$ cat config.mk
export PLATFORM = sky130hd
export DESIGN_NAME = rv32i_cpu_flat
export DESIGN_NICKNAME = d
export VERILOG_FILES = /design/src/rtl/rv32i_cpu_if.sv /design/src/rtl/rv32i_cpu.sv /design/src/flat_wrapper.sv
export SDC_FILE = /design/constraint.sdc
export NUM_CORES = 2
export LEC_CHECK = 0
export BUFFER_PORTS_ARGS = -buffer_cell sky130_fd_sc_hd__clkbuf_2
export CORE_AREA = 3 3 459 461
export DETAILED_ROUTE_END_ITERATION = 8
export DIE_AREA = 0 0 462 464
export PLACE_DENSITY = 0.52
export SLEW_MARGIN = 25
export SYNTH_ARGS = -nofsm -noshare
export SYNTH_HDL_FRONTEND = slang
export SYNTH_SLANG_ARGS = --single-unit
$ cat constraint.sdc
create_clock -name clock -period 79.7 [get_ports clock]
set_input_delay 3.985 -clock clock [delete_from_list [all_inputs] [get_ports clock]]
set_output_delay 3.985 -clock clock [all_outputs]
set_load 0.1 [all_outputs]
$ cat src/rtl/rv32i_cpu_if.sv
// Shared instruction/data memory bus between the rv32i_cpu master and a
// word-wide synchronous RAM clocked on the inverted CPU clock.
interface rv32i_cpu_if;
  logic [31:0] bus_addr;
  logic [31:0] bus_data_r;
  logic [31:0] bus_data_w;
  logic [3:0]  bus_mask_w;
  logic        bus_write;

  modport master (
    output bus_addr,
    output bus_data_w,
    output bus_mask_w,
    output bus_write,
    input  bus_data_r
  );

  modport slave (
    input  bus_addr,
    input  bus_data_w,
    input  bus_mask_w,
    input  bus_write,
    output bus_data_r
  );
endinterface

$ cat src/rtl/rv32i_cpu.sv
// Multi-cycle RV32I core: FETCH -> EXEC (-> LOAD) over one shared word bus.
// Bus outputs are decoded combinationally from registered state only.
module rv32i_cpu (
  input  logic        clock,
  input  logic        reset,
  rv32i_cpu_if.master bus
);

  typedef enum logic [1:0] {ST_FETCH, ST_EXEC, ST_LOAD} state_t;

  localparam logic [6:0] OPC_LUI    = 7'b0110111;
  localparam logic [6:0] OPC_AUIPC  = 7'b0010111;
  localparam logic [6:0] OPC_JAL    = 7'b1101111;
  localparam logic [6:0] OPC_JALR   = 7'b1100111;
  localparam logic [6:0] OPC_BRANCH = 7'b1100011;
  localparam logic [6:0] OPC_LOAD   = 7'b0000011;
  localparam logic [6:0] OPC_STORE  = 7'b0100011;
  localparam logic [6:0] OPC_OPIMM  = 7'b0010011;
  localparam logic [6:0] OPC_OP     = 7'b0110011;

  state_t      r_state;
  logic [31:0] r_pc;
  logic [31:0] r_ir;
  logic [31:0] r_regs [0:31];
  logic [29:0] r_ld_word;
  logic [1:0]  r_ld_lo;
  logic [2:0]  r_ld_f3;
  logic [4:0]  r_ld_rd;

  logic [6:0]  w_opcode;
  logic [4:0]  w_rd, w_rs1, w_rs2;
  logic [2:0]  w_f3;
  logic [31:0] w_imm_i, w_imm_s, w_imm_b, w_imm_u, w_imm_j;
  logic [31:0] w_rs1_val, w_rs2_val, w_ea, w_pc4;

  assign w_opcode  = r_ir[6:0];
  assign w_rd      = r_ir[11:7];
  assign w_f3      = r_ir[14:12];
  assign w_rs1     = r_ir[19:15];
  assign w_rs2     = r_ir[24:20];
  assign w_imm_i   = {{20{r_ir[31]}}, r_ir[31:20]};
  assign w_imm_s   = {{20{r_ir[31]}}, r_ir[31:25], r_ir[11:7]};
  assign w_imm_b   = {{19{r_ir[31]}}, r_ir[31], r_ir[7], r_ir[30:25], r_ir[11:8], 1'b0};
  assign w_imm_u   = {r_ir[31:12], 12'b0};
  assign w_imm_j   = {{11{r_ir[31]}}, r_ir[31], r_ir[19:12], r_ir[20], r_ir[30:21], 1'b0};
  // x0 is never written, so entry 0 stays at its reset value of zero.
  assign w_rs1_val = r_regs[w_rs1];
  assign w_rs2_val = r_regs[w_rs2];
  assign w_ea      = w_rs1_val + ((w_opcode == OPC_STORE) ? w_imm_s : w_imm_i);
  assign w_pc4     = r_pc + 32'd4;

  logic [31:0] w_alu_b, w_alu;
  logic        w_taken;

  // NOTE: every always_comb output gets a default first so no latch is inferred.
  always_comb begin
    w_alu_b = (w_opcode == OPC_OP) ? w_rs2_val : w_imm_i;
    case (w_f3)
      3'b000:  w_alu = (w_opcode == OPC_OP && r_ir[30]) ? w_rs1_val - w_alu_b
                                                        : w_rs1_val + w_alu_b;
      3'b001:  w_alu = w_rs1_val << w_alu_b[4:0];
      3'b010:  w_alu = {31'b0, $signed(w_rs1_val) < $signed(w_alu_b)};
      3'b011:  w_alu = {31'b0, w_rs1_val < w_alu_b};
      3'b100:  w_alu = w_rs1_val ^ w_alu_b;
      3'b101:  w_alu = r_ir[30] ? 32'($signed(w_rs1_val) >>> w_alu_b[4:0])
                                : w_rs1_val >> w_alu_b[4:0];
      3'b110:  w_alu = w_rs1_val | w_alu_b;
      default: w_alu = w_rs1_val & w_alu_b;
    endcase

    case (w_f3)
      3'b000:  w_taken = (w_rs1_val == w_rs2_val);
      3'b001:  w_taken = (w_rs1_val != w_rs2_val);
      3'b100:  w_taken = ($signed(w_rs1_val) <  $signed(w_rs2_val));
      3'b101:  w_taken = ($signed(w_rs1_val) >= $signed(w_rs2_val));
      3'b110:  w_taken = (w_rs1_val <  w_rs2_val);
      3'b111:  w_taken = (w_rs1_val >= w_rs2_val);
      default: w_taken = 1'b0;
    endcase
  end

  logic        w_wb_en;
  logic [31:0] w_wb_data, w_next_pc;

  always_comb begin
    w_wb_en   = 1'b0;
    w_wb_data = w_alu;
    w_next_pc = w_pc4;
    case (w_opcode)
      OPC_LUI:    begin w_wb_en = 1'b1; w_wb_data = w_imm_u; end
      OPC_AUIPC:  begin w_wb_en = 1'b1; w_wb_data = r_pc + w_imm_u; end
      OPC_OPIMM,
      OPC_OP:     w_wb_en = 1'b1;
      OPC_JAL:    begin w_wb_en = 1'b1; w_wb_data = w_pc4; w_next_pc = r_pc + w_imm_j; end
      OPC_JALR:   begin
        w_wb_en   = 1'b1;
        w_wb_data = w_pc4;
        w_next_pc = (w_rs1_val + w_imm_i) & ~32'd1;
      end
      OPC_BRANCH: w_next_pc = w_taken ? r_pc + w_imm_b : w_pc4;
      default:    ;
    endcase
  end

  logic [7:0]  w_ld_byte;
  logic [15:0] w_ld_half;
  logic [31:0] w_ld_data;

  always_comb begin
    case (r_ld_lo)
      2'd0:    w_ld_byte = bus.bus_data_r[7:0];
      2'd1:    w_ld_byte = bus.bus_data_r[15:8];
      2'd2:    w_ld_byte = bus.bus_data_r[23:16];
      default: w_ld_byte = bus.bus_data_r[31:24];
    endcase
    w_ld_half = r_ld_lo[1] ? bus.bus_data_r[31:16] : bus.bus_data_r[15:0];
    case (r_ld_f3)
      3'b000:  w_ld_data = {{24{w_ld_byte[7]}}, w_ld_byte};
      3'b001:  w_ld_data = {{16{w_ld_half[15]}}, w_ld_half};
      3'b100:  w_ld_data = {24'b0, w_ld_byte};
      3'b101:  w_ld_data = {16'b0, w_ld_half};
      default: w_ld_data = bus.bus_data_r;
    endcase
  end

  always_comb begin
    bus.bus_addr   = {2'b00, r_pc[31:2]};
    bus.bus_write  = 1'b0;
    bus.bus_mask_w = 4'b0000;
    bus.bus_data_w = 32'b0;
    case (r_state)
      ST_EXEC: begin
        if (w_opcode == OPC_LOAD) begin
          bus.bus_addr = {2'b00, w_ea[31:2]};
        end else if (w_opcode == OPC_STORE) begin
          bus.bus_addr = {2'b00, w_ea[31:2]};
          case (w_f3)
            3'b000: begin
              bus.bus_write  = 1'b1;
              bus.bus_data_w = {4{w_rs2_val[7:0]}};
              bus.bus_mask_w = 4'b0001 << w_ea[1:0];
            end
            3'b001: begin
              bus.bus_write  = 1'b1;
              bus.bus_data_w = {2{w_rs2_val[15:0]}};
              bus.bus_mask_w = 4'b0011 << {w_ea[1], 1'b0};
            end
            3'b010: begin
              bus.bus_write  = 1'b1;
              bus.bus_data_w = w_rs2_val;
              bus.bus_mask_w = 4'b1111;
            end
            default: ;
          endcase
        end
      end
      ST_LOAD: bus.bus_addr = {2'b00, r_ld_word};
      default: ;
    endcase
  end

  always_ff @(posedge clock or posedge reset) begin
    if (reset) begin
      r_state   <= ST_FETCH;
      r_pc      <= '0;
      r_ir      <= '0;
      r_ld_word <= '0;
      r_ld_lo   <= '0;
      r_ld_f3   <= '0;
      r_ld_rd   <= '0;
      // NOTE: the register file is flops, not RAM, so it can and must be cleared on reset.
      for (int i = 0; i < 32; i++) r_regs[i] <= '0;
    end else begin
      case (r_state)
        ST_FETCH: begin
          r_ir    <= bus.bus_data_r;
          r_state <= ST_EXEC;
        end
        ST_EXEC: begin
          if (w_opcode == OPC_LOAD) begin
            r_ld_word <= w_ea[31:2];
            r_ld_lo   <= w_ea[1:0];
            r_ld_f3   <= w_f3;
            r_ld_rd   <= w_rd;
            r_state   <= ST_LOAD;
          end else begin
            if (w_wb_en && w_rd != 5'd0) r_regs[w_rd] <= w_wb_data;
            r_pc    <= w_next_pc;
            r_state <= ST_FETCH;
          end
        end
        ST_LOAD: begin
          if (r_ld_rd != 5'd0) r_regs[r_ld_rd] <= w_ld_data;
          r_pc    <= w_pc4;
          r_state <= ST_FETCH;
        end
        default: r_state <= ST_FETCH;
      endcase
    end
  end

endmodule

$ cat src/flat_wrapper.sv
// flat-port wrapper written by rule: the top's interface ports become plain ports
module rv32i_cpu_flat 
  (clock, reset, bus_bus_addr, bus_bus_data_w, bus_bus_mask_w, bus_bus_write, bus_bus_data_r);
  rv32i_cpu_if bus_i ();
  input  logic clock;
  input  logic reset;
  output wire logic [$bits(bus_i.bus_addr)-1:0] bus_bus_addr;
  output wire logic [$bits(bus_i.bus_data_w)-1:0] bus_bus_data_w;
  output wire logic [$bits(bus_i.bus_mask_w)-1:0] bus_bus_mask_w;
  output wire logic [$bits(bus_i.bus_write)-1:0] bus_bus_write;
  input wire logic [$bits(bus_i.bus_data_r)-1:0] bus_bus_data_r;
  assign bus_bus_addr = bus_i.bus_addr;
  assign bus_bus_data_w = bus_i.bus_data_w;
  assign bus_bus_mask_w = bus_i.bus_mask_w;
  assign bus_bus_write = bus_i.bus_write;
  assign bus_i.bus_data_r = bus_bus_data_r;
  rv32i_cpu u_core (.clock(clock), .reset(reset), .bus(bus_i));
endmodule
# Word level (Yosys, flattened, before mapping)

Index checks and enable logic that the tools add are counted.
W data, S select, Z words.

Logic and storage cells: 164
Input bits: 34
Bits in registers: 1130
Output and inout bits: 69

Equality and inequality tests: 28
Shift-type cells: 5
Reductions and logical operators: 17
Multiplexer cells: 48
Order comparisons: 12
Add/subtract/negate cells: 8
Bitwise operators: 7

Operator list:

| cell                    | count |
|---|---|
| $mux W1024              | 3 |
| $bwmux W1024            | 2 |
| $pmux W1024 S2          | 1 |
| $mux W32                | 15 |
| $bmux W32 S5            | 2 |
| $demux W32 S5           | 2 |
| $pmux W32 S3            | 3 |
| $pmux W32 S7            | 1 |
| $add A32 B32 Y32        | 6 |
| $lt A32 B32 Y1          | 4 |
| $pmux W32 S2            | 2 |
| $pmux W32 S4            | 1 |
| $ge A32 B32 Y1          | 2 |
| $add A32 B3 Y32 const B | 1 |
| $and A32 B32 Y32        | 1 |
| $eq A32 B32 Y1          | 1 |
| $ne A32 B32 Y1          | 1 |
| $or A32 B32 Y32         | 1 |
| $shl A32 B5 Y32         | 1 |
| $shr A32 B5 Y32         | 1 |
| $sshr A32 B5 Y32        | 1 |
| $sub A32 B32 Y32        | 1 |
| $xor A32 B32 Y32        | 1 |
| $mux W30                | 1 |
| other kinds (35)        | 70 |

# Depth between registers and ports, before layout

Word-level depth: 13
Depth in mapped cells: 28
Mapped depth without buffers: 22

# Worst setup path before layout

Ideal clock, no wire load.

Path type: flip-flop to output port
Start point: reg u_core.r_ir[16]
End point: out bus_bus_addr[8]
Stages on the path, launching flop included: 21
Setup slack: 70.239 ns
Arrival: 5.476 ns
Path buffers: 3
Required time: 75.715 ns
Path through: dfrtp_1 buf_4 buf_6 buf_2 mux4_2 mux2_2 nand2_1 nand4b_1 ha_1 fa_1 a21oi_1 nor2_1 nor2_1 o21bai_1 a21oi_1 o21bai_1 xnor2_1 mux2i_1 nor2_1 a21oi_1 a21oi_1

Cells in the longest elaborated chain, start to end: 8

Ends and longest elaborated chain:

| item                                          | RTL line          | RTL |
|---|---|---|
| start: declaration                            | rv32i_cpu.sv:23   | `logic [31:0] r_ir;` |
| start signal: assignment                      | rv32i_cpu.sv:176  | `r_ir <= bus.bus_data_r;` |
| $not A5 Y6 (implied by the code) *            | rv32i_cpu.sv:47   | `assign w_rs1_val = r_regs[w_rs1];` |
| $bmux W32 S5 *                                | rv32i_cpu.sv:47   |  |
| $mux W32 (implied by the code) * (2 in a row) | rv32i_cpu.sv:47   |  |
| $add A32 B32 Y32 *                            | rv32i_cpu.sv:49   | `assign w_ea = w_rs1_val + ((w_opcode == OPC_STORE) ? w_imm_s : w_imm_i);` |
| $mux W30                                      | rv32i_cpu.sv:135  | `end else if (w_opcode == OPC_STORE) begin` |
| $mux W32 *                                    | rv32i_cpu.sv:133  | `if (w_opcode == OPC_LOAD) begin` |
| $pmux W32 S2 *                                | rv32i_cpu.sv:131  | `case (r_state)` |
| end: declaration                              | flat_wrapper.sv:7 | `output wire logic [$bits(bus_i.bus_addr)-1:0] bus_bus_addr;` |

Every way passes the cells marked *; elsewhere a longest branch is shown, timed or not. The select of a mux whose other input is x is not followed.

# Worst setup path after layout

Start point: reg u_core.r_ir[17]
End point: out bus_bus_addr[29]

Same word-level chain as after synthesis.

==> flow_metrics.tcl <==
set metrics [dict create \
    status "completed" \
    ios 103 \
    irDropWorstVdd_mv 0.0248 \
    post_cts_buffers 0 \
    initial_core_util_pct 39.9 \
    hpwlAfterDp_mm 322 \
    cts_hold_buf 0 \
    hold_viol 0 \
    hold_path.class "register to register" \
    ys_warn_count 0 \
    wire_per_inst_um 42.5 \
    dieArea_mm2 0.214 \
    worstSkewPairLatency_ps 850 \
    track_usage_pct 43.1 \
    cts_resized 0 \
    async_flop_share_pct 100 \
    use_met3_pct 17.1 \
    switching_share_pct 51.2 \
    max_clock_freq_mhz 72.9 \
    synth_top_cell_area_share_pct 34.2 \
    synth_top_family_by_area "compound AO/OA/AOI/OAI gates" \
    die_y_um 464 \
    synth_edf_count 0 \
    ff2ff_path_depth 24 \
    grt_pass1_vias 78320 \
    yosysUniqueCellTypes 109 \
    synth_seq_cells 1129 \
    wirelength_mm 476 \
    grt_overflow 0 \
    htreeDepth 4 \
    gp_congestion 1.08 \
    num_vias 83169 \
    synthDominantAreaCellType "dfrtp_1" \
    synth_xor_area_share_pct 1.67 \
    timing.final.max_slew_violations 0 \
    grt_pass1_wl_mm 654 \
    syn-instance-count 8695 \
    synth_flop_cell "dfrtp_1" \
    timing.rr.start "u_core.r_ir[17]" \
    cts_max_path_buffers 3 \
    fin_nets 8627 \
    top_usage_layer "met2" \
    syn_area_mm2 0.0826 \
    hp-start "u_core.r_regs[999]" \
    drcViolationCount 0 \
    n_fill_cell 19764 \
    drtPass1Iterations 8 \
    worstSetupPathType "register to primary output" \
    seqPwrFrac_pct 24.8 \
    rsz0062_at_grt "no" \
    setup_viol 0 \
    maxCapViolations 0 \
    yosysMostFrequentCell "dfrtp_1" \
    critPathLaunchType "register" \
    fin_crit_ps 13720 \
    synthAdderAreaFrac_pct 3.56 \
    grt_antenna_before_repair 31 \
    rrSetupSlack_ps 68600 \
    tightest_slew_ps 1290 \
    syn2layout_area_growth_pct 10.3 \
    ant_nets 0 \
    p_leak_nw 38.1 \
    core_mm2 0.207 \
    reg2reg_to "u_core.r_pc[5]" \
    cts_tree "done" \
    p_int_w 0.00186 \
    die_x_um 462 \
    clock_sinks 1129 \
    slew_headroom_pct 14.3 \
    port-buffer-count 100 \
    netSwitchingPower_w 0.00195 \
    layout-drive-gt1-share_pct 16.1 \
    end_kind "primary output" \
    avgSynthCellArea_um2 9.50 \
    hold_slack_ps 398 \
    met2_usage_pct 60.6 \
    comb_power_share_pct 57.6 \
    cts_root_buf "clkbuf_16" \
    cp.arrival_ps 9740 \
    synth_compound_area_share_pct 28.0 \
    dr.first_iter.drc_count 13663 \
    synth.top_cells.by_area "dfrtp_1, mux4_2, a22oi_1, mux2i_1, o21ai_0" \
    cellPowerDensity_mw_per_mm2 41.9 \
    min_path_cells 0 \
    synth_commonest_cells "dfrtp_1, a22oi_1, clkbuf_1" \
    clock_skew_ps 58.4 \
    worstPathRequired_ps 75720 \
    fin_tns_setup_ps 0 \
    period_share_pct 17.2 \
    row_count 167 \
    whs_endpoint "u_core.r_regs[999]" \
    synth-simple-area-share_pct 9.27 \
    grt_max_degree 180 \
    synth_seq_area_share_pct 34.2 \
    clkPwrFrac_pct 17.6 \
    cts_buffers 141 \
    startpoint "u_core.r_ir[17]" \
    via_per_inst 7.43 \
    synthMuxAreaShare_pct 17.4 \
    worstPathMaxFanout 61 \
    grt_use_met1_pct 54.5 \
    clkSlewWorstSetupHoldPaths_ps 60 \
]
[layout make-up]
cell class / count / area [um2] / share of cell area, %
Antenna cell: 16 / 40.0 / 0.0440
Clock buffer: 216 / 4160 / 4.57
Clock inverter: 37 / 573 / 0.629
Inverter: 181 / 692 / 0.760
Multi-Input combinational cell: 6454 / 50600 / 55.6
Sequential cell: 1129 / 28300 / 31.0
Tap cell: 2704 / 3380 / 3.71
Timing Repair Buffer: 455 / 3340 / 3.67
[power by group through the flow]
stage / sequential (W) / combinational (W) / clock, W
3_3_place_gp: 0.000936 / 0.00209 / 0
4_1_cts: 0.000928 / 0.00210 / 0.000674
3_5_place_dp: 0.000935 / 0.00210 / 0
2_1_floorplan: 0.000852 / 0.00135 / 0
6_report: 0.000944 / 0.00220 / 0.000671
5_1_grt: 0.000954 / 0.00228 / 0.000695
[kinds of logic (layout without fill, tap and decap cells)]
logic type,Yosys count,in the layout
XOR/XNOR,157,157
flip-flops,1129,1129
AO/OA/AOI/OAI,3371,3371
AND/OR/NAND/NOR,1718,1718
multiplexers,975,975
buffers and inverters,1113,889
other,1,18
adder cells (fa/ha/maj),231,231
[how the worst max path moves through the flow]
stage / to / slack, ps / cells after the start
global placement: bus_bus_addr[26] / 67240 / 22
finish: bus_bus_addr[29] / 65980 / 19
global route: bus_bus_addr[26] / 65720 / 22
detailed placement: bus_bus_addr[29] / 67190 / 19
CTS: bus_bus_addr[29] / 66300 / 19
floorplan: u_core.r_ir[0] / 43920 / 1
[registers in the layout (all words and copies together), names as in the netlist]
signal and count:
u_core.r_ld_f3 3, u_core.r_regs 1024, u_core.r_state 2, u_core.r_ld_rd 5
u_core.r_ld_lo 2, u_core.r_ld_word 30, u_core.r_pc 31, u_core.r_ir 32
[routing by layer]
metal	wire, um	up-vias
met5	298	-
met4	37600	32
met3	64200	1666
met2	196000	6705
met1	178000	41938
li1	-	32828
[metrics by stage]
stage	total power [W]	utilization [%]	instances	setup slack [ps]	area, um2
6_report	0.00381	44.0	11192	65980	91100
5_1_grt	0.00393	44.0	11177	65720	91100
4_1_cts	0.00371	44.0	11173	66300	90900
3_5_place_dp	0.00303	41.7	10920	67190	86200
3_3_place_gp	0.00303	41.6	10919	67240	86100
2_1_floorplan	0.00220	-	8696	43920	82600
[placed cells by master, fill, tap and decap left out, types with 128 or more instances in the layout]
| cell type | netlist | layout |
|---|---|---|
| a21oi_1 | 379 | 375 |
| a22oi_1 | 781 | 779 |
| mux2i_1 | 526 | 518 |
| a221o_1 | 234 | 234 |
| ha_1 | 224 | 222 |
| a22o_1 | 128 | 128 |
| inv_1 | 168 | 167 |
| nand3_1 | 132 | 132 |
| dfrtp_1 | 1129 | 1118 |
| o21ai_0 | 640 | 631 |
| mux4_2 | 357 | 357 |
| o21ai_1 | 339 | 305 |
| buf_4 | 51 | 342 |
| clkbuf_16 | 0 | 143 |
| nand2_1 | 546 | 519 |
| nor2_1 | 667 | 614 |
[critical path, cell delays in order, from the launching register on]
cell and delay [ps]:
dfrtp_4 860, buf_4 810, buf_12 430, buf_4 650, buf_4 750, buf_4 720, mux2i_1 320, o22ai_1 110
nor4_1 320, and3_1 720, inv_1 490, ha_1 540, and3_1 240, a221o_1 340, a21oi_1 160, o21ai_0 120
xor2_1 240, a22o_1 160, a22o_1 130, clkbuf_2 450
Note: power is estimated with default switching activity, not from simulation.
